`src/rtl/mem_arb_pkg.sv`:
```
// Shared types and constants for the unified memory port arbiter.
package mem_arb_pkg;

   typedef enum logic [1:0] {
      IDLE      = 2'd0,
      IF_WAIT   = 2'd1,
      D_WAIT    = 2'd2,
      KILL_WAIT = 2'd3
   } arb_state_e;

   typedef enum logic {
      GNT_IF = 1'b0,
      GNT_D  = 1'b1
   } grant_src_e;

   localparam logic [3:0] BE_FULL = 4'hF;

endpackage

```
`src/rtl/mem_port_arbiter_if.sv`:
```
// Fetch, LSU and memory-side signals of the unified memory port arbiter.
interface mem_port_arbiter_if #(
   parameter int Width = 32
);

   logic             if_req_i;
   logic [Width-1:0] if_addr_i;
   logic             if_kill_i;
   logic [Width-1:0] if_rdata_o;
   logic             if_valid_o;
   logic             if_stall_o;

   logic             d_req_i;
   logic             d_we_i;
   logic [3:0]       d_be_i;
   logic [Width-1:0] d_addr_i;
   logic [Width-1:0] d_wdata_i;
   logic [Width-1:0] d_rdata_o;
   logic             d_valid_o;
   logic             d_stall_o;

   logic             mem_req_o;
   logic             mem_we_o;
   logic [3:0]       mem_be_o;
   logic [Width-1:0] mem_addr_o;
   logic [Width-1:0] mem_wdata_o;
   logic [Width-1:0] mem_rdata_i;
   logic             mem_ack_i;

   logic             err_timeout_o;

   // arbiter side
   modport slave (
      input  if_req_i, if_addr_i, if_kill_i,
      input  d_req_i, d_we_i, d_be_i, d_addr_i, d_wdata_i,
      input  mem_rdata_i, mem_ack_i,
      output if_rdata_o, if_valid_o, if_stall_o,
      output d_rdata_o, d_valid_o, d_stall_o,
      output mem_req_o, mem_we_o, mem_be_o, mem_addr_o, mem_wdata_o,
      output err_timeout_o
   );

   // requesters plus memory
   modport master (
      output if_req_i, if_addr_i, if_kill_i,
      output d_req_i, d_we_i, d_be_i, d_addr_i, d_wdata_i,
      output mem_rdata_i, mem_ack_i,
      input  if_rdata_o, if_valid_o, if_stall_o,
      input  d_rdata_o, d_valid_o, d_stall_o,
      input  mem_req_o, mem_we_o, mem_be_o, mem_addr_o, mem_wdata_o,
      input  err_timeout_o
   );

endinterface

```
`src/rtl/mem_arb_wdog.sv`:
```
// Watchdog: counts cycles while run is high and flags the last allowed cycle.
module mem_arb_wdog #(
   parameter int TIMEOUT = 255
) (
   input  logic clk_i,
   input  logic rst_ni,
   input  logic run,
   input  logic clear,
   output logic expired
);

   localparam int CW = $clog2(TIMEOUT + 1);
   localparam logic [CW-1:0] LAST = CW'(TIMEOUT - 1);

   logic [CW-1:0] cnt_q;

   always_ff @(posedge clk_i) begin
      if (!rst_ni) begin
         cnt_q <= '0;
      end else if (clear) begin
         cnt_q <= '0;
      end else if (run && (cnt_q != LAST)) begin
         cnt_q <= cnt_q + CW'(1);
      end
   end

   // high during the TIMEOUT-th waiting cycle; abort happens on the following edge
   assign expired = run & (cnt_q == LAST);

endmodule

```
`src/rtl/mem_port_arbiter.sv`:
```
// Arbitrates IF fetch and LSU accesses onto one single-ported memory.
//
// state     | meaning
// IDLE      | no transaction; arbitrate and latch the winner
// IF_WAIT   | fetch on the bus, waiting for mem_ack_i
// D_WAIT    | load/store on the bus, waiting for mem_ack_i
// KILL_WAIT | flushed fetch still on the bus; result will be dropped
module mem_port_arbiter
   import mem_arb_pkg::*;
#(
   parameter int Width     = 32,
   parameter int TIMEOUT   = 255,
   parameter int IF_STARVE = 4
) (
   input  logic           clk_i,
   input  logic           rst_ni,
   mem_port_arbiter_if.slave bus
);

   localparam int SW = $clog2(IF_STARVE + 1);
   localparam logic [SW-1:0] STARVE_MAX = SW'(IF_STARVE);

   arb_state_e       state_q, state_d;
   grant_src_e       gnt_src;
   logic             grant;
   logic             fetch_elig;
   logic             starved;
   logic             in_wait;
   logic             done;
   logic             wd_expired;

   logic [Width-1:0] addr_q;
   logic [Width-1:0] wdata_q;
   logic [3:0]       be_q;
   logic             we_q;
   logic [SW-1:0]    starve_q;

   logic [Width-1:0] if_rdata_q;
   logic             if_valid_q;
   logic [Width-1:0] d_rdata_q;
   logic             d_valid_q;
   logic             err_q;

   assign in_wait = (state_q != IDLE);
   assign done    = bus.mem_ack_i | wd_expired;

   mem_arb_wdog #(
      .TIMEOUT (TIMEOUT)
   ) u_wdog (
      .clk_i   (clk_i),
      .rst_ni  (rst_ni),
      .run     (in_wait),
      .clear   (~in_wait),
      .expired (wd_expired)
   );

   // arbitration: data wins unless fetch has been passed over IF_STARVE times
   always_comb begin
      fetch_elig = bus.if_req_i & ~bus.if_kill_i;
      starved    = (starve_q == STARVE_MAX);
      grant      = 1'b0;
      gnt_src    = GNT_D;
      if (state_q == IDLE) begin
         if (bus.d_req_i && !(fetch_elig && starved)) begin
            grant   = 1'b1;
            gnt_src = GNT_D;
         end else if (fetch_elig) begin
            grant   = 1'b1;
            gnt_src = GNT_IF;
         end
      end
   end

   always_ff @(posedge clk_i) begin
      if (!rst_ni) begin
         state_q <= IDLE;
      end else begin
         state_q <= state_d;
      end
   end

   always_comb begin
      state_d = state_q;
      unique case (state_q)
         IDLE: begin
            if (grant) begin
               state_d = (gnt_src == GNT_IF) ? IF_WAIT : D_WAIT;
            end
         end
         IF_WAIT: begin
            if (done) begin
               state_d = IDLE;
            end else if (bus.if_kill_i) begin
               state_d = KILL_WAIT;
            end
         end
         D_WAIT, KILL_WAIT: begin
            if (done) begin
               state_d = IDLE;
            end
         end
         default: state_d = IDLE;
      endcase
   end

   always_comb begin
      bus.mem_req_o     = in_wait;
      bus.mem_we_o      = (state_q == D_WAIT) & we_q;
      bus.mem_be_o      = in_wait ? be_q : 4'h0;
      bus.mem_addr_o    = in_wait ? addr_q : '0;
      bus.mem_wdata_o   = in_wait ? wdata_q : '0;
      bus.if_rdata_o    = if_rdata_q;
      bus.if_valid_o    = if_valid_q;
      bus.d_rdata_o     = d_rdata_q;
      bus.d_valid_o     = d_valid_q;
      bus.err_timeout_o = err_q;
      bus.if_stall_o    = bus.if_req_i & ~if_valid_q & ~bus.if_kill_i;
      bus.d_stall_o     = bus.d_req_i & ~d_valid_q;
   end

   always_ff @(posedge clk_i) begin
      if (!rst_ni) begin
         addr_q     <= '0;
         wdata_q    <= '0;
         be_q       <= 4'h0;
         we_q       <= 1'b0;
         starve_q   <= '0;
      end else begin
         if (grant) begin
            if (gnt_src == GNT_IF) begin
               addr_q  <= bus.if_addr_i;
               wdata_q <= '0;
               be_q    <= BE_FULL;
               we_q    <= 1'b0;
            end else begin
               addr_q  <= bus.d_addr_i;
               wdata_q <= bus.d_wdata_i;
               be_q    <= bus.d_be_i;
               we_q    <= bus.d_we_i;
            end
         end
         if (state_q == IDLE) begin
            if (!bus.if_req_i || (grant && gnt_src == GNT_IF)) begin
               starve_q <= '0;
            end else if (grant && !starved) begin
               starve_q <= starve_q + SW'(1);
            end
         end
      end
   end

   // completion; a watchdog abort returns zero data to the waiting port
   always_ff @(posedge clk_i) begin
      if (!rst_ni) begin
         if_rdata_q <= '0;
         if_valid_q <= 1'b0;
         d_rdata_q  <= '0;
         d_valid_q  <= 1'b0;
         err_q      <= 1'b0;
      end else begin
         if_valid_q <= 1'b0;
         d_valid_q  <= 1'b0;
         if (done) begin
            unique case (state_q)
               IF_WAIT: begin
                  if (!bus.if_kill_i) begin
                     if_valid_q <= 1'b1;
                     if_rdata_q <= bus.mem_ack_i ? bus.mem_rdata_i : '0;
                  end
               end
               D_WAIT: begin
                  d_valid_q <= 1'b1;
                  d_rdata_q <= (bus.mem_ack_i && !we_q) ? bus.mem_rdata_i : '0;
               end
               default: ;
            endcase
         end
         if (wd_expired && !bus.mem_ack_i) begin
            err_q <= 1'b1;
         end
      end
   end

endmodule

```
`src/flat_wrapper.sv`:
```
// flat-port wrapper written by rule: the top's interface ports become plain ports
module mem_port_arbiter_flat import mem_arb_pkg::*;
#(
   parameter int Width     = 32,
   parameter int TIMEOUT   = 255,
   parameter int IF_STARVE = 4
)
  (clk_i, rst_ni, bus_if_req_i, bus_if_addr_i, bus_if_kill_i, bus_d_req_i, bus_d_we_i, bus_d_be_i, bus_d_addr_i, bus_d_wdata_i, bus_mem_rdata_i, bus_mem_ack_i, bus_if_rdata_o, bus_if_valid_o, bus_if_stall_o, bus_d_rdata_o, bus_d_valid_o, bus_d_stall_o, bus_mem_req_o, bus_mem_we_o, bus_mem_be_o, bus_mem_addr_o, bus_mem_wdata_o, bus_err_timeout_o);
  mem_port_arbiter_if #(.Width(Width)) bus_i ();
  input  logic clk_i;
  input  logic rst_ni;
  input wire logic [$bits(bus_i.if_req_i)-1:0] bus_if_req_i;
  input wire logic [$bits(bus_i.if_addr_i)-1:0] bus_if_addr_i;
  input wire logic [$bits(bus_i.if_kill_i)-1:0] bus_if_kill_i;
  input wire logic [$bits(bus_i.d_req_i)-1:0] bus_d_req_i;
  input wire logic [$bits(bus_i.d_we_i)-1:0] bus_d_we_i;
  input wire logic [$bits(bus_i.d_be_i)-1:0] bus_d_be_i;
  input wire logic [$bits(bus_i.d_addr_i)-1:0] bus_d_addr_i;
  input wire logic [$bits(bus_i.d_wdata_i)-1:0] bus_d_wdata_i;
  input wire logic [$bits(bus_i.mem_rdata_i)-1:0] bus_mem_rdata_i;
  input wire logic [$bits(bus_i.mem_ack_i)-1:0] bus_mem_ack_i;
  output wire logic [$bits(bus_i.if_rdata_o)-1:0] bus_if_rdata_o;
  output wire logic [$bits(bus_i.if_valid_o)-1:0] bus_if_valid_o;
  output wire logic [$bits(bus_i.if_stall_o)-1:0] bus_if_stall_o;
  output wire logic [$bits(bus_i.d_rdata_o)-1:0] bus_d_rdata_o;
  output wire logic [$bits(bus_i.d_valid_o)-1:0] bus_d_valid_o;
  output wire logic [$bits(bus_i.d_stall_o)-1:0] bus_d_stall_o;
  output wire logic [$bits(bus_i.mem_req_o)-1:0] bus_mem_req_o;
  output wire logic [$bits(bus_i.mem_we_o)-1:0] bus_mem_we_o;
  output wire logic [$bits(bus_i.mem_be_o)-1:0] bus_mem_be_o;
  output wire logic [$bits(bus_i.mem_addr_o)-1:0] bus_mem_addr_o;
  output wire logic [$bits(bus_i.mem_wdata_o)-1:0] bus_mem_wdata_o;
  output wire logic [$bits(bus_i.err_timeout_o)-1:0] bus_err_timeout_o;
  assign bus_i.if_req_i = bus_if_req_i;
  assign bus_i.if_addr_i = bus_if_addr_i;
  assign bus_i.if_kill_i = bus_if_kill_i;
  assign bus_i.d_req_i = bus_d_req_i;
  assign bus_i.d_we_i = bus_d_we_i;
  assign bus_i.d_be_i = bus_d_be_i;
  assign bus_i.d_addr_i = bus_d_addr_i;
  assign bus_i.d_wdata_i = bus_d_wdata_i;
  assign bus_i.mem_rdata_i = bus_mem_rdata_i;
  assign bus_i.mem_ack_i = bus_mem_ack_i;
  assign bus_if_rdata_o = bus_i.if_rdata_o;
  assign bus_if_valid_o = bus_i.if_valid_o;
  assign bus_if_stall_o = bus_i.if_stall_o;
  assign bus_d_rdata_o = bus_i.d_rdata_o;
  assign bus_d_valid_o = bus_i.d_valid_o;
  assign bus_d_stall_o = bus_i.d_stall_o;
  assign bus_mem_req_o = bus_i.mem_req_o;
  assign bus_mem_we_o = bus_i.mem_we_o;
  assign bus_mem_be_o = bus_i.mem_be_o;
  assign bus_mem_addr_o = bus_i.mem_addr_o;
  assign bus_mem_wdata_o = bus_i.mem_wdata_o;
  assign bus_err_timeout_o = bus_i.err_timeout_o;
  mem_port_arbiter #(.Width(Width), .TIMEOUT(TIMEOUT), .IF_STARVE(IF_STARVE)) u_core (.clk_i(clk_i), .rst_ni(rst_ni), .bus(bus_i));
endmodule
```
`config.mk`:
```
export PLATFORM = sky130hd
export DESIGN_NAME = mem_port_arbiter_flat
export DESIGN_NICKNAME = d
export VERILOG_FILES = /design/src/rtl/mem_arb_pkg.sv /design/src/rtl/mem_port_arbiter_if.sv /design/src/rtl/mem_arb_wdog.sv /design/src/rtl/mem_port_arbiter.sv /design/src/flat_wrapper.sv
export SDC_FILE = /design/constraint.sdc
export NUM_CORES = 1
export LEC_CHECK = 0
export CELL_PAD_IN_SITES_DETAIL_PLACEMENT = 1
export CELL_PAD_IN_SITES_GLOBAL_PLACEMENT = 1
export CORE_UTILIZATION = 27
export CTS_CLUSTER_SIZE = 40
export DETAILED_ROUTE_END_ITERATION = 7
export HOLD_SLACK_MARGIN = 0.1
export PLACE_DENSITY = 0.77
export SKIP_CTS_REPAIR_TIMING = 1
export SYNTH_ARGS = -nofsm -noshare
export SYNTH_HDL_FRONTEND = slang
export SYNTH_SLANG_ARGS = --single-unit
```
`constraint.sdc`:
```
create_clock -name clk_i -period 1.5 [get_ports clk_i]
set_clock_uncertainty 0.1 [all_clocks]
set_input_delay 0.3 -clock clk_i [delete_from_list [all_inputs] [get_ports clk_i]]
set_output_delay 0.3 -clock clk_i [all_outputs]
set_load 0.005 [all_outputs]
```
Word-level counts from Yosys, hierarchy flattened
Cells that the tools add are included.
{"block": "classes", "addsub": 2, "eq_ne": 9, "mux": 25, "bitwise_logic": 11, "n_reduce_logical": 24}
{"cell": "32-bit two-way mux", "n": 6}
{"cell": "2-bit two-way mux", "n": 5}
{"cell": "1-bit two-way mux", "n": 9}
{"cell": "3-bit AND reduction", "n": 3}
{"cell": "8-bit by 1-bit adder with 8-bit output, second input constant", "n": 1}
{"cell": "8-bit equality test, second input constant", "n": 1}
{"cell": "4-bit two-way mux", "n": 2}
{"cell": "8-bit != test, second input constant", "n": 1}
{"cell": "2-bit AND reduction", "n": 4}
{"cell": "1-bit logical AND", "n": 7}
{"cell": "1-bit AND", "n": 6}
{"cell": "3-bit two-way mux", "n": 2}
{"cell": "2-bit one-hot mux with 3 select lines", "n": 1}
{"cell": "1-bit logical NOT", "n": 5}
{"cell": "2-bit equality test, second input constant", "n": 2}
{"cell": "2-bit by 1-bit != test with 1-bit output, second input constant", "n": 2}
{"cell": "1-bit inverter", "n": 4}
{"cell": "2-bit nonzero test", "n": 2}
{"cell": "3-bit by 1-bit adder with 3-bit output, second input constant", "n": 1}
{"cell": "3-bit equality test, second input constant", "n": 1}
{"cell": "3-bit by 2-bit != test with 1-bit output, second input constant", "n": 1}
{"cell": "2-bit by 1-bit equality test with 1-bit output, second input constant", "n": 1}
{"cell": "2-bit logical NOT", "n": 1}
{"cell": "2-bit OR reduction", "n": 1}
{"cell": "2 further kinds", "n": 2}
{"block": "word_totals", "regBits": 149, "input_bits": 139, "out_inout_bits": 139, "elab_cells": 83}

Logic depth before layout (Yosys ltp)
Gate-level depths: netlist of the first run.
{"block": "depth", "depth_word": 12, "mapped_depth": 8, "depth_no_buf": 6}

Hierarchy
A second synthesis of the first run with hierarchy kept.
{"block": "unflattened", "hier_cells": 663, "area_unflattened_um2": 6194.7}
{"module": "mem_port_arbiter", "n_inst": 1, "cells_per_inst": 612, "area_per_inst_um2": 5754.3, "seq_area_each_um2": 2822.7}
{"module": "mem_arb_wdog", "n_inst": 1, "cells_per_inst": 51, "area_per_inst_um2": 440.4, "seq_area_each_um2": 160.2}

Worst setup path before layout of the first run
OpenSTA, ideal clock, no wires.
{"block": "synth_timing", "path_type": "register to register", "startpoint": "register u_core.u_wdog.cnt_q[0]", "endpoint": "register u_core.d_rdata_q[10] (netlist: u_core.bus.d_rdata_o[10])", "setup_time_ps": 117, "arrival_ps": 1421, "required_time_ps": 1283, "setup_slack_ps": -138, "path_stages_with_launch": 8, "n_path_buf": 1, "period_less_slack_ps": 1638, "path_cell_list": "dfxtp_1 inv_1 ha_1 nand3_1 o21a_2 o21a_4 buf_6 a22o_1"}
{"block": "synth_via", "elab_chain_len": 4}
{"element": "start: declaration", "line": "mem_arb_wdog.sv:15", "text": "logic [CW-1:0] cnt_q;"}
{"element": "start signal: assignment", "line": "mem_arb_wdog.sv:23", "text": "cnt_q <= cnt_q + CW'(1);"}
{"element": "8-bit equality test", "line": "mem_arb_wdog.sv:28", "text": "assign expired = run & (cnt_q == LAST);"}
{"element": "1-bit AND", "line": "mem_arb_wdog.sv:28"}
{"element": "1-bit OR", "line": "mem_port_arbiter.sv:45", "text": "assign done = bus.mem_ack_i | wd_expired;"}
{"element": "2-bit AND reduction (no line)"}
{"element": "end signal: assignment", "line": "mem_port_arbiter.sv:173", "text": "d_rdata_q <= (bus.mem_ack_i && !we_q) ? bus.mem_rdata_i : '0;"}
{"element": "end: declaration", "line": "mem_port_arbiter.sv:40", "text": "logic [Width-1:0] d_rdata_q;"}
No other way between the ends.
A chain may end at the register's enable or synchronous reset.

Worst setup path after layout of the first run
{"block": "layout_timing", "startpoint": "register u_core.state_q[0]", "endpoint": "output port bus_mem_addr_o[12]"}
{"block": "layout_via", "elab_chain_len": 2}
{"element": "start: declaration", "line": "mem_port_arbiter.sv:23", "text": "arb_state_e state_q, state_d;"}
{"element": "start signal: assignment", "line": "mem_port_arbiter.sv:78", "text": "state_q <= state_d;"}
{"element": "2-bit nonzero test", "line": "mem_port_arbiter.sv:44", "text": "assign in_wait = (state_q != IDLE);"}
{"element": "32-bit two-way mux", "line": "mem_port_arbiter.sv:110", "text": "bus.mem_addr_o = in_wait ? addr_q : '0;"}
{"element": "end: declaration", "line": "flat_wrapper.sv:31", "text": "output wire logic [$bits(bus_i.mem_addr_o)-1:0] bus_mem_addr_o;"}
No other way between the ends.

==> results of run 1 <==
==> worst max-delay path, delay by kind of cell (launching register included) <==
family	cells	cell delay, ns
buf+inv	5	0.57
flops	1	0.33
simple gates	2	0.31
==> per-stage QoR <==
step                hold slack, ns  cell area (um2)  std cells  TNS [ns]  total power [mW]
floorplan                    0.333             6060        689     -1.72              4.98
global placement             0.353             9430       1238    -82.63              5.91
CTS                          0.306            10000       1269    -84.01              10.4
global route                 0.271            11200       1316    -55.52              11.2
detailed placement           0.355             9430       1238    -88.54              5.94
finish                       0.278            11200       1316    -43.14              10.8
==> per-layer routing <==
metal,wire [um],GRT usage [%]
met1,11100,23.1
met2,13600,31.9
met3,2250,7.38
met4,694,5.55
met5,10,0
==> kinds of logic (layout without fill, tap and decap cells) <==
| family | count (synthesis) | after routing | share of synthesized area, % |
|---|---|---|---|
| AO/OA/AOI/OAI | 257 | 264 | 26.0 |
| AND/OR/NAND/NOR | 211 | 211 | 17.4 |
| flip-flops | 149 | 149 | 49.7 |
| buffers and inverters | 66 | 406 | 5.68 |
| adder cells (fa/ha/maj) | 4 | 4 | 0.835 |
| XOR/XNOR | 1 | 1 | 0.146 |
| multiplexers | 1 | 1 | 0.167 |
==> flip-flops by register name, indices dropped and copies added (netlist names) <==
register / cells
u_core.addr_q: 32
u_core.bus.d_rdata_o: 32
u_core.bus.if_rdata_o: 32
u_core.wdata_q: 32
u_core.u_wdog.cnt_q: 8
u_core.be_q: 4
u_core.starve_q: 3
u_core.state_q: 2
u_core.bus.d_valid_o: 1
u_core.bus.err_timeout_o: 1
u_core.bus.if_valid_o: 1
u_core.we_q: 1
==> synth_stat cells, types with 3 or more instances <==
master and count:
a21oi_1 101, o21ai_0 60, nand3_1 4, and2_1 68, a31oi_1 4, ha_1 4, o22ai_1 5, nor2_1 45
nand2b_1 4, clkbuf_1 29, o21ai_1 6, nand4_1 3, buf_2 20, a22o_1 32, nand2_1 74, a22oi_1 33
dfxtp_1 149, a211oi_1 3, buf_6 9, inv_1 8, o211ai_1 3
==> cell type report <==
cell class / instances / area [um2] / area share (%)
flip-flops and latches: 149 / 2990 / 26.8
well taps: 280 / 350 / 3.13
multi-input cells: 481 / 3170 / 28.3
repair buffers: 367 / 4050 / 36.2
inverters: 8 / 37.5 / 0.335
clock buffers: 19 / 453 / 4.05
clock inverters: 12 / 144 / 1.29
==> cell usage in the layout, fill, tap and decap left out, types with 35 or more instances in the layout <==
cell type / synthesis / final
clkbuf_2: 0 / 47
o21ai_0: 60 / 56
clkbuf_16: 0 / 35
clkdlybuf4s50_1: 0 / 135
a21oi_1: 101 / 82
buf_4: 0 / 37
dlymetal6s2s_1: 0 / 72
nand2_1: 74 / 71
and2_1: 68 / 36
nor2_1: 45 / 44
dfxtp_1: 149 / 140
==> power by group <==
| part | switching [mW] | internal, mW | total (mW) |
|---|---|---|---|
| combinational | 0.941 | 1.19 | 2.13 |
| sequential | 0.112 | 4.17 | 4.28 |
| clock | 1.84 | 2.57 | 4.40 |
==> worst paths after layout <==
kind                                          startpoint                        end  slack (ns)  cells after the start
worst min register to register  u_core.bus.d_rdata_o[22]   u_core.bus.d_rdata_o[22]        0.37                      1
worst min-delay path                        bus_if_req_i         u_core.starve_q[2]        0.28                      3
worst max register to register         u_core.state_q[0]  u_core.bus.if_rdata_o[19]       -0.22                      6
worst max-delay path                   u_core.state_q[0]         bus_mem_addr_o[12]       -0.52                      7
==> impl_results.md, run 1 <==
- Initial Util: 27.5%
- CTS sink cnt: 149
- Final period utilization: 135%
- Max VDD drop: 0.551 mV
- Total number of yosys warnings: 0
- Setup crit end kind: primary output
- Critical Path Source Type: register
- ANT cells: 0
- Final WS setup: -0.520 ns
- Initial antenna violation count: 1
- H-tree depth: 4
- Drt pass-1 iters: 4
- Root Buffer: clkbuf_16
- Post-synth top area share: 49.7%
- Hold Fails Final Rpt: 0
- CP most frequent cell: buf_6
- Die outline width: 151 um
- Grt ovf: 0
- Avg Cell Area, Syn: 8.70 um2
- Top_reg_cell synth: dfxtp_1
- DIE AREA: 22800 um2
- Mapped Nets: 832
- Critical Setup Path Class: register to primary output
- P_leak: 5.61 nW
- End-of-flow core utilization: 51.3%
- Num rows: 54
- Routed length per instance: 21.0 um
- Slew @ Worst Pin: 0.603 ns
- Ratio of cells with drive above 1 in the final layout: 28.9%
- Unrepaired setup endpoints after global routing: true
- Num CTS Buffers: 17
- Worst hold path class: input pin to register
- Initial DRC Count: 187
- Run status: finished, violations left
- Worst-path clk slew: 0.06 ns
- Fin. max-slew vios: 0
- Power density over cell area: 966 nW/um2
- Vias in the first global route: 6359
- CP Data Required Time: 1.10 ns
- CP max FO: 6
- Avg Vias per Cell: 4.99
- Fin crit period: 2.02 ns
- Max_slew headroom: 59.6%
- Final ANT Viol Nets: 0
- Worst EP arrival: 1.62 ns
- Largest net degree at the start of global routing: 37
- Synthesis-to-layout area growth: 86.6%
- Syn Inst Count: 689
- Final #Nets: 1167
- Register area share after synthesis: 49.7%
- Top-Level Pins: 278
- Largest cells by area after synthesis: dfxtp_1, a21oi_1, and2_1
- CTS tree: yes
- # setup viols final: 199
- Skew-Pair Late Insertion Delay: 0.41 ns
- Worst path slowest cell: dfxtp_2
- Post-synth cell types: 41
- FILL cells: 2388
- Final WL: 27.6 mm
- DRC viols: 0
- Clock buffer depth: 2
- Post-synth EDFFs: 0
- Total track usage: 19.3%
- Synthesized area: 6000 um2
- Asr flop ratio synth: 0%
- Detailed-route via count: 6570
- Core region area: 21800 um2
- Die extent in y: 151 um
- Max Freq: 495 MHz
- PortBufs: 277
- FF+latch count, synth: 149
- Biggest area consumer among synthesized cells: dfxtp_1
- GP Congestion: 0.768
- Failing checks: negative setup slack
- Max incr delay on CP: 0.33 ns
- Max cap viols: 0
- CP cell instances: nor2_4 -> inv_8 -> buf_12 -> buf_6 -> clkbuf_16 -> and2_4 -> buf_6
- HPWL Detailed: 15.7 mm
- First-pass GRT wire length: 34.0 mm
- Pre-CTS WS: -0.650 ns
Power figures use the tool's default switching activity.
==> run 2, diff against run 1 <==
--- a/config.mk
+++ b/config.mk
@@ -11,7 +11,7 @@
 export CTS_CLUSTER_SIZE = 40
 export DETAILED_ROUTE_END_ITERATION = 7
 export HOLD_SLACK_MARGIN = 0.1
-export PLACE_DENSITY = 0.77
+export PLACE_DENSITY_LB_ADDON = 0.1
 export SKIP_CTS_REPAIR_TIMING = 1
 export SYNTH_ARGS = -nofsm -noshare
 export SYNTH_HDL_FRONTEND = slang
==> impl_results.md, run 2 (same netlist as run 1, synthesis figures left out) <==
- Run status: finished, violations left (unchanged)
- Failing checks: negative setup slack (unchanged)
- Sw power: 2.84 mW (was 2.89 mW)
- Final period utilization: 136% (was 135%)
- Worst path slowest cell: dfxtp_2 (unchanged)
- Clock share of power: 43.6% (was 40.7%)
- Ratio of cells with drive above 1 in the final layout: 23.0% (was 28.9%)
- CP cell instances: nor2_4 -> clkinvlp_4 -> buf_12 -> buf_6 -> and2_1 -> dlymetal6s2s_1 (was nor2_4 -> inv_8 -> buf_12 -> buf_6 -> clkbuf_16 -> and2_4 -> buf_6)
- Total track usage: 20.2% (was 19.3%)
- Fin. max-slew vios: 0 (unchanged)
- H-tree depth: 4 (unchanged)
- Final #Nets: 1133 (was 1167)
- Final WS setup: -0.540 ns (was -0.520 ns)
- Worst-path clk slew: 0.06 ns (about the same)
- CP max FO: 7 (was 6)
- Critical Setup Path Class: register to primary output (unchanged)
- Worst EP arrival: 1.64 ns (was 1.62 ns)
- Sw Share: 26.8% (was 26.7%)
- Fin crit period: 2.04 ns (was 2.02 ns)
- R2R setup slack: -0.19 ns (was -0.22 ns)
- HPWL Detailed: 16.5 mm (was 15.7 mm)
- Drt pass-1 iters: 6 (was 4)
- CTS tree: yes (unchanged)
- Top-Level Pins: 278 (unchanged)
- Initial DRC Count: 197 (was 187)
- Slew @ Worst Pin: 0.440 ns (was 0.603 ns)
- Max_slew headroom: 70.7% (was 59.6%)
- CP Launch Point: u_core.state_q[0] (unchanged)
- Core region area: 21800 um2 (unchanged)
- Most common cell after layout, fill and taps aside: dfxtp_1 (unchanged)
- CP Buf/Inv Count: 4 (was 5)
- Grt ovf: 0 (unchanged)
- Avg Vias per Cell: 4.94 (was 4.99)
- Combinational share of power: 16.1% (was 19.7%)
- Min-delay src: bus_if_kill_i (was bus_if_req_i)
- Hold Path End: u_core.starve_q[2] (unchanged)
- Die extent in y: 151 um (unchanged)
- First-pass GRT wire length: 35.3 mm (was 34.0 mm)
- FILL cells: 2405 (was 2388)
- Reg power frac: 40.2% (was 39.6%)
- Vias in the first global route: 6754 (was 6359)
- Initial antenna violation count: 3 (was 1)
- Detailed-route via count: 6357 (was 6570)
- Max cap viols: 0 (unchanged)
- PortBufs: 277 (unchanged)
- CP Data Required Time: 1.10 ns (about the same)
- DIE AREA: 22800 um2 (unchanged)
- Worst hold path class: input pin to register (unchanged)
- Unrepaired setup endpoints after global routing: true (unchanged)
- Num rows: 54 (unchanged)
- P_leak: 5.38 nW (was 5.61 nW)
- Final ANT Viol Nets: 0 (unchanged)
- Critical Path Source Type: register (unchanged)
- Clock buffer depth: 2 (unchanged)
- Num CTS Buffers: 17 (unchanged)
- Reg2Reg Depth: 5 (was 6)
- Max incr delay on CP: 0.33 ns (about the same)
- Most frequent cells in the layout: dfxtp_1, clkdlybuf4s50_1, a21oi_1 (unchanged)
- DRC viols: 0 (unchanged)
- Hold Fails Final Rpt: 0 (unchanged)
- Max VDD drop: 0.692 mV (was 0.551 mV)
- End-of-flow core utilization: 47.9% (was 51.3%)
- Root Buffer: clkbuf_16 (unchanged)
- Hold WS: 0.299 ns (was 0.278 ns)
- Setup crit end kind: primary output (unchanged)
- Initial Util: 27.5% (unchanged)
- Worst R2R Start: u_core.state_q[1] (was u_core.state_q[0])
- CP top delay family: buffers and inverters (unchanged)
- GP Congestion: 0.826 (was 0.768)
- Internal: 7.78 mW (was 7.92 mW)
- Worst Hold Depth: 4 (was 3)
- Power density over cell area: 1020 nW/um2 (was 966 nW/um2)
- # setup viols final: 200 (was 199)
- Max Freq: 490 MHz (was 495 MHz)
- Reg2reg end: u_core.bus.if_rdata_o[1] (was u_core.bus.if_rdata_o[19])
- CTS sink cnt: 149 (unchanged)
- Synthesis-to-layout area growth: 74.3% (was 86.6%)
- Die outline width: 151 um (unchanged)
- Routed length per instance: 19.4 um (was 21.0 um)
- Largest net degree at the start of global routing: 55 (was 37)
- Final WL: 24.9 mm (was 27.6 mm)
- Skew-Pair Late Insertion Delay: 0.42 ns (was 0.41 ns)
## run 2: changes by cell type in the layout (fill, tap and decap cells not counted), moves of 8 or more
| cell | delta |
|---|---|
| a22oi_2 | -9 |
| and2_4 | -12 |
| and2_1 | +12 |
| a22oi_1 | +9 |
| buf_6 | -12 |
| clkbuf_16 | -14 |
| dlymetal6s2s_1 | +8 |
## run 2: per-layer routing
metal,share of wire (%),vias to the layer above,GRT usage [%],wire (um)
met1,40,3099,21.3,9880
met5,0,-,0,0
met3,7.7,32,7.89,1920
met2,51,208,36.2,12600
met4,2.1,0,7.15,514
li1,-,3018,-,-
## run 2: worst max-delay path by stage
stage                               endpoint  slack [ns]  depth (start not counted)
finish                    bus_mem_addr_o[23]       -0.54                          6
global route              bus_mem_addr_o[14]       -0.60                          6
CTS                          bus_mem_be_o[1]       -0.83                          5
detailed placement         u_core.addr_q[23]       -0.62                          7
global placement              bus_if_stall_o       -0.58                          4
floorplan           u_core.bus.d_rdata_o[10]       -0.06                          7
## run 2: per-stage QoR
stage          setup slack, ns  setup TNS, ns  instances  total power [mW]  cell area, um2
5_1_grt                 -0.597         -58.39       1284              11.1           10500
6_report                -0.540         -44.57       1286              10.6           10500
4_1_cts                 -0.832         -88.70       1270              10.6           10000
3_3_place_gp            -0.577         -89.06       1238              5.86            9370
2_1_floorplan          -0.0574          -1.72        689              4.98            6060
3_5_place_dp            -0.621         -95.86       1238              5.93            9370
## run 2: cell type report
cell class / count / area (um2) / area share (%)
Tap cell: 280 / 350 / 3.35
Inverter: 8 / 33.8 / 0.323
Multi-Input combinational cell: 476 / 2960 / 28.3
Clock inverter: 15 / 203 / 1.94
Sequential cell: 149 / 2990 / 28.6
Antenna cell: 3 / 7.51 / 0.0718
Timing Repair Buffer: 338 / 3490 / 33.3
Clock buffer: 17 / 425 / 4.07
## run 2: power groups by stage
stage          clock (mW)  combinational, mW  sequential (mW)
6_report             4.64               1.71             4.28
3_3_place_gp            0               1.52             4.34
3_5_place_dp            0               1.57             4.35
5_1_grt              4.96               1.85             4.30
2_1_floorplan           0              0.646             4.33
4_1_cts              4.77               1.59             4.27
## run 2: worst reg2reg max path, delay by kind of cell (launching register included)
| family | cells | cell delay (ns) |
|---|---|---|
| AO/OA/AOI/OAI | 2 | 0.36 |
| buffers and inverters | 2 | 0.34 |
| flip-flops | 1 | 0.34 |
| AND/OR/NAND/NOR | 1 | 0.44 |
==> edit, RTL diff (settings of run 2) <==
The 4 states of `arb_state_e` get a one-hot encoding in 4 bits.
--- a/src/rtl/mem_arb_pkg.sv
+++ b/src/rtl/mem_arb_pkg.sv
@@ -3,7 +3,7 @@
 
-   typedef enum logic [1:0] {
-      IDLE      = 2'd0,
-      IF_WAIT   = 2'd1,
-      D_WAIT    = 2'd2,
-      KILL_WAIT = 2'd3
+   typedef enum logic [3:0] {
+      IDLE      = 4'b0001,
+      IF_WAIT   = 4'b0010,
+      D_WAIT    = 4'b0100,
+      KILL_WAIT = 4'b1000
    } arb_state_e;
Behaviour: no difference found for any inputs over 4 cycles, from zero or initial values and one cycle with rst_ni low; so few cycles prove little.
==> edit against run 2 <==
The flow still finishes with violations (negative setup slack). Utilization grew 0.84 points. Synthesized cell count shrank 9.0%. Synthesized area shrank 1.6%. Sequential cell count grew 2. Final cell count shrank 4.5%. Worst setup slack lost 0.36 ns. Final area shrank 1.1%. Routed wire length shrank 11%. Critical path depth shrank 1. Power shrank 0.62%. Sequential power grew 0.9%. Critical endpoint is now bus_mem_addr_o[30]. Largest power group unchanged.
==> edit: results (changes against run 2) <==
Finish
  • Cell Count, Final, Fillers Out: 1228 (was 1286)
  • Antenna diodes: 0 (was 3)
  • Nets: 1083 (was 1133)

Critical path
  • CP max stage delay: 0.47 ns (was 0.33 ns)
  • Critical Path AT: 2.00 ns (was 1.64 ns)
  • Crit path max-delay cell type: clkdlybuf4s50_1 (was dfxtp_2)
  • Worst-path fanout max: 23 (was 7)

Place
  • Dpl hpwl: 15100 um (was 16500 um)
  • Final RePlAce weighted congestion: 0.786 (was 0.826)

Synth
  • Synth unique cells: 50 (was 41)
  • Top cells by count, synth: dfxtp_1 (151), nand2_1 (73), and2_1 (71) (was dfxtp_1 (149), a21oi_1 (101), nand2_1 (74))
  • Syn_nets: 770 (was 832)
  • Gate Count Post-Synth: 627 (was 689)
  • Post-synthesis sequential area ratio: 0.512 (was 0.497)

Global route
  • Global-route wire length before repair: 33100 um (was 35300 um)
  • Vias in the first global route: 6326 (was 6754)
  • Initial antenna violation count: 1 (was 3)
  • Global-route usage over all layers: 0.189 (was 0.202)

STA
  • Final Setup Violations: 284 (was 200)
  • Final setup margin: -0.900 ns (was -0.540 ns)

Route
  • Routed vias/inst: 4.94 (about the same)
  • Final WL: 22300 um (was 24900 um)
  • DR iter-0 viols: 203 (was 197)
  • 1st-pass router iterations: 4 (was 6)

Power
  • Leak Pwr: 4.83 nW (was 5.38 nW)
  • Peak VDD IR: 0.721 mV (was 0.692 mV)

Run status
  • Status: finished, violations left (unchanged)
  • Failing checks: negative setup slack (unchanged)
## edit: cell count changes in the layout (fill, tap and decap cells not counted), moves of 22 or more
cell                    run 2  this run
and2_1                     48        70
clkbuf_2                   43         6
dlymetal6s2s_1             80        51
a31oi_1                     4        32
clkdlybuf4s50_1           137       220
a22o_1                     32        64
a21oi_1                    81         4
## edit: kinds of logic after synthesis
| group | Yosys count | share of synthesized area |
|---|---|---|
| adder cells (fa/ha/maj) | 4 | 0.00848 |
| AND/OR/NAND/NOR | 221 | 0.189 |
| AO/OA/AOI/OAI | 189 | 0.235 |
| multiplexers | 2 | 0.00360 |
| buffers and inverters | 56 | 0.0462 |
| flip-flops | 151 | 0.512 |
| XOR/XNOR | 4 | 0.00594 |
## edit: stage by stage
step	worst slack [ns]	hold WS [ns]	area (um^2)	utilization	total power, mW
2_1_floorplan	-0.122	0.326	6020	-	5.16
3_3_place_gp	-0.533	0.355	9380	0.442	6.06
3_5_place_dp	-0.610	0.353	9380	0.442	6.12
4_1_cts	-0.979	0.323	10000	0.472	10.7
5_1_grt	-0.987	0.335	10300	0.488	11.0
6_report	-0.900	0.340	10300	0.488	10.6
## edit: power breakdown
part | total, mW | internal, mW | switching, mW
sequential | 4.32 | 4.22 | 0.100
clock | 4.48 | 2.43 | 2.05
combinational | 1.76 | 0.976 | 0.780
## edit: worst paths after layout
kind / slack [ns] / endpoint / depth (start not counted) / startpoint
worst max-delay path: -0.90 / bus_mem_addr_o[30] / 5 / u_core.state_q[2]
worst min-delay path: 0.34 / u_core.addr_q[11] / 3 / bus_d_addr_i[11]
worst max register to register: -0.33 / u_core.bus.d_rdata_o[28] / 8 / u_core.state_q[3]
worst min register to register: 0.37 / u_core.bus.if_rdata_o[13] / 1 / u_core.bus.if_rdata_o[13]
## edit: final cells by class
class | instances | area, um^2
Clock buffer | 17 | 425
Timing Repair Buffer | 343 | 3590
Clock inverter | 15 | 208
Inverter | 7 | 26.3
Fill cell | 2327 | 10900
Sequential cell | 151 | 3030
Tap cell | 275 | 344
Multi-Input combinational cell | 420 | 2720
## edit: layer usage
metal  up-vias  part of all wire  track usage
met2       180              0.50        0.331
met5         -                 0            0
met1      3000              0.43        0.228
met3        23             0.059       0.0466
li1       2865                 -            -
met4         0             0.014       0.0490
## edit: worst reg2reg max path, delay by kind of cell (launching register included)
family | cells | cell delay [ns]
and+or+nand+nor | 3 | 0.57
DFF | 1 | 0.36
buffers and inverters | 4 | 0.62
AOI/OAI and AO/OA | 1 | 0.13
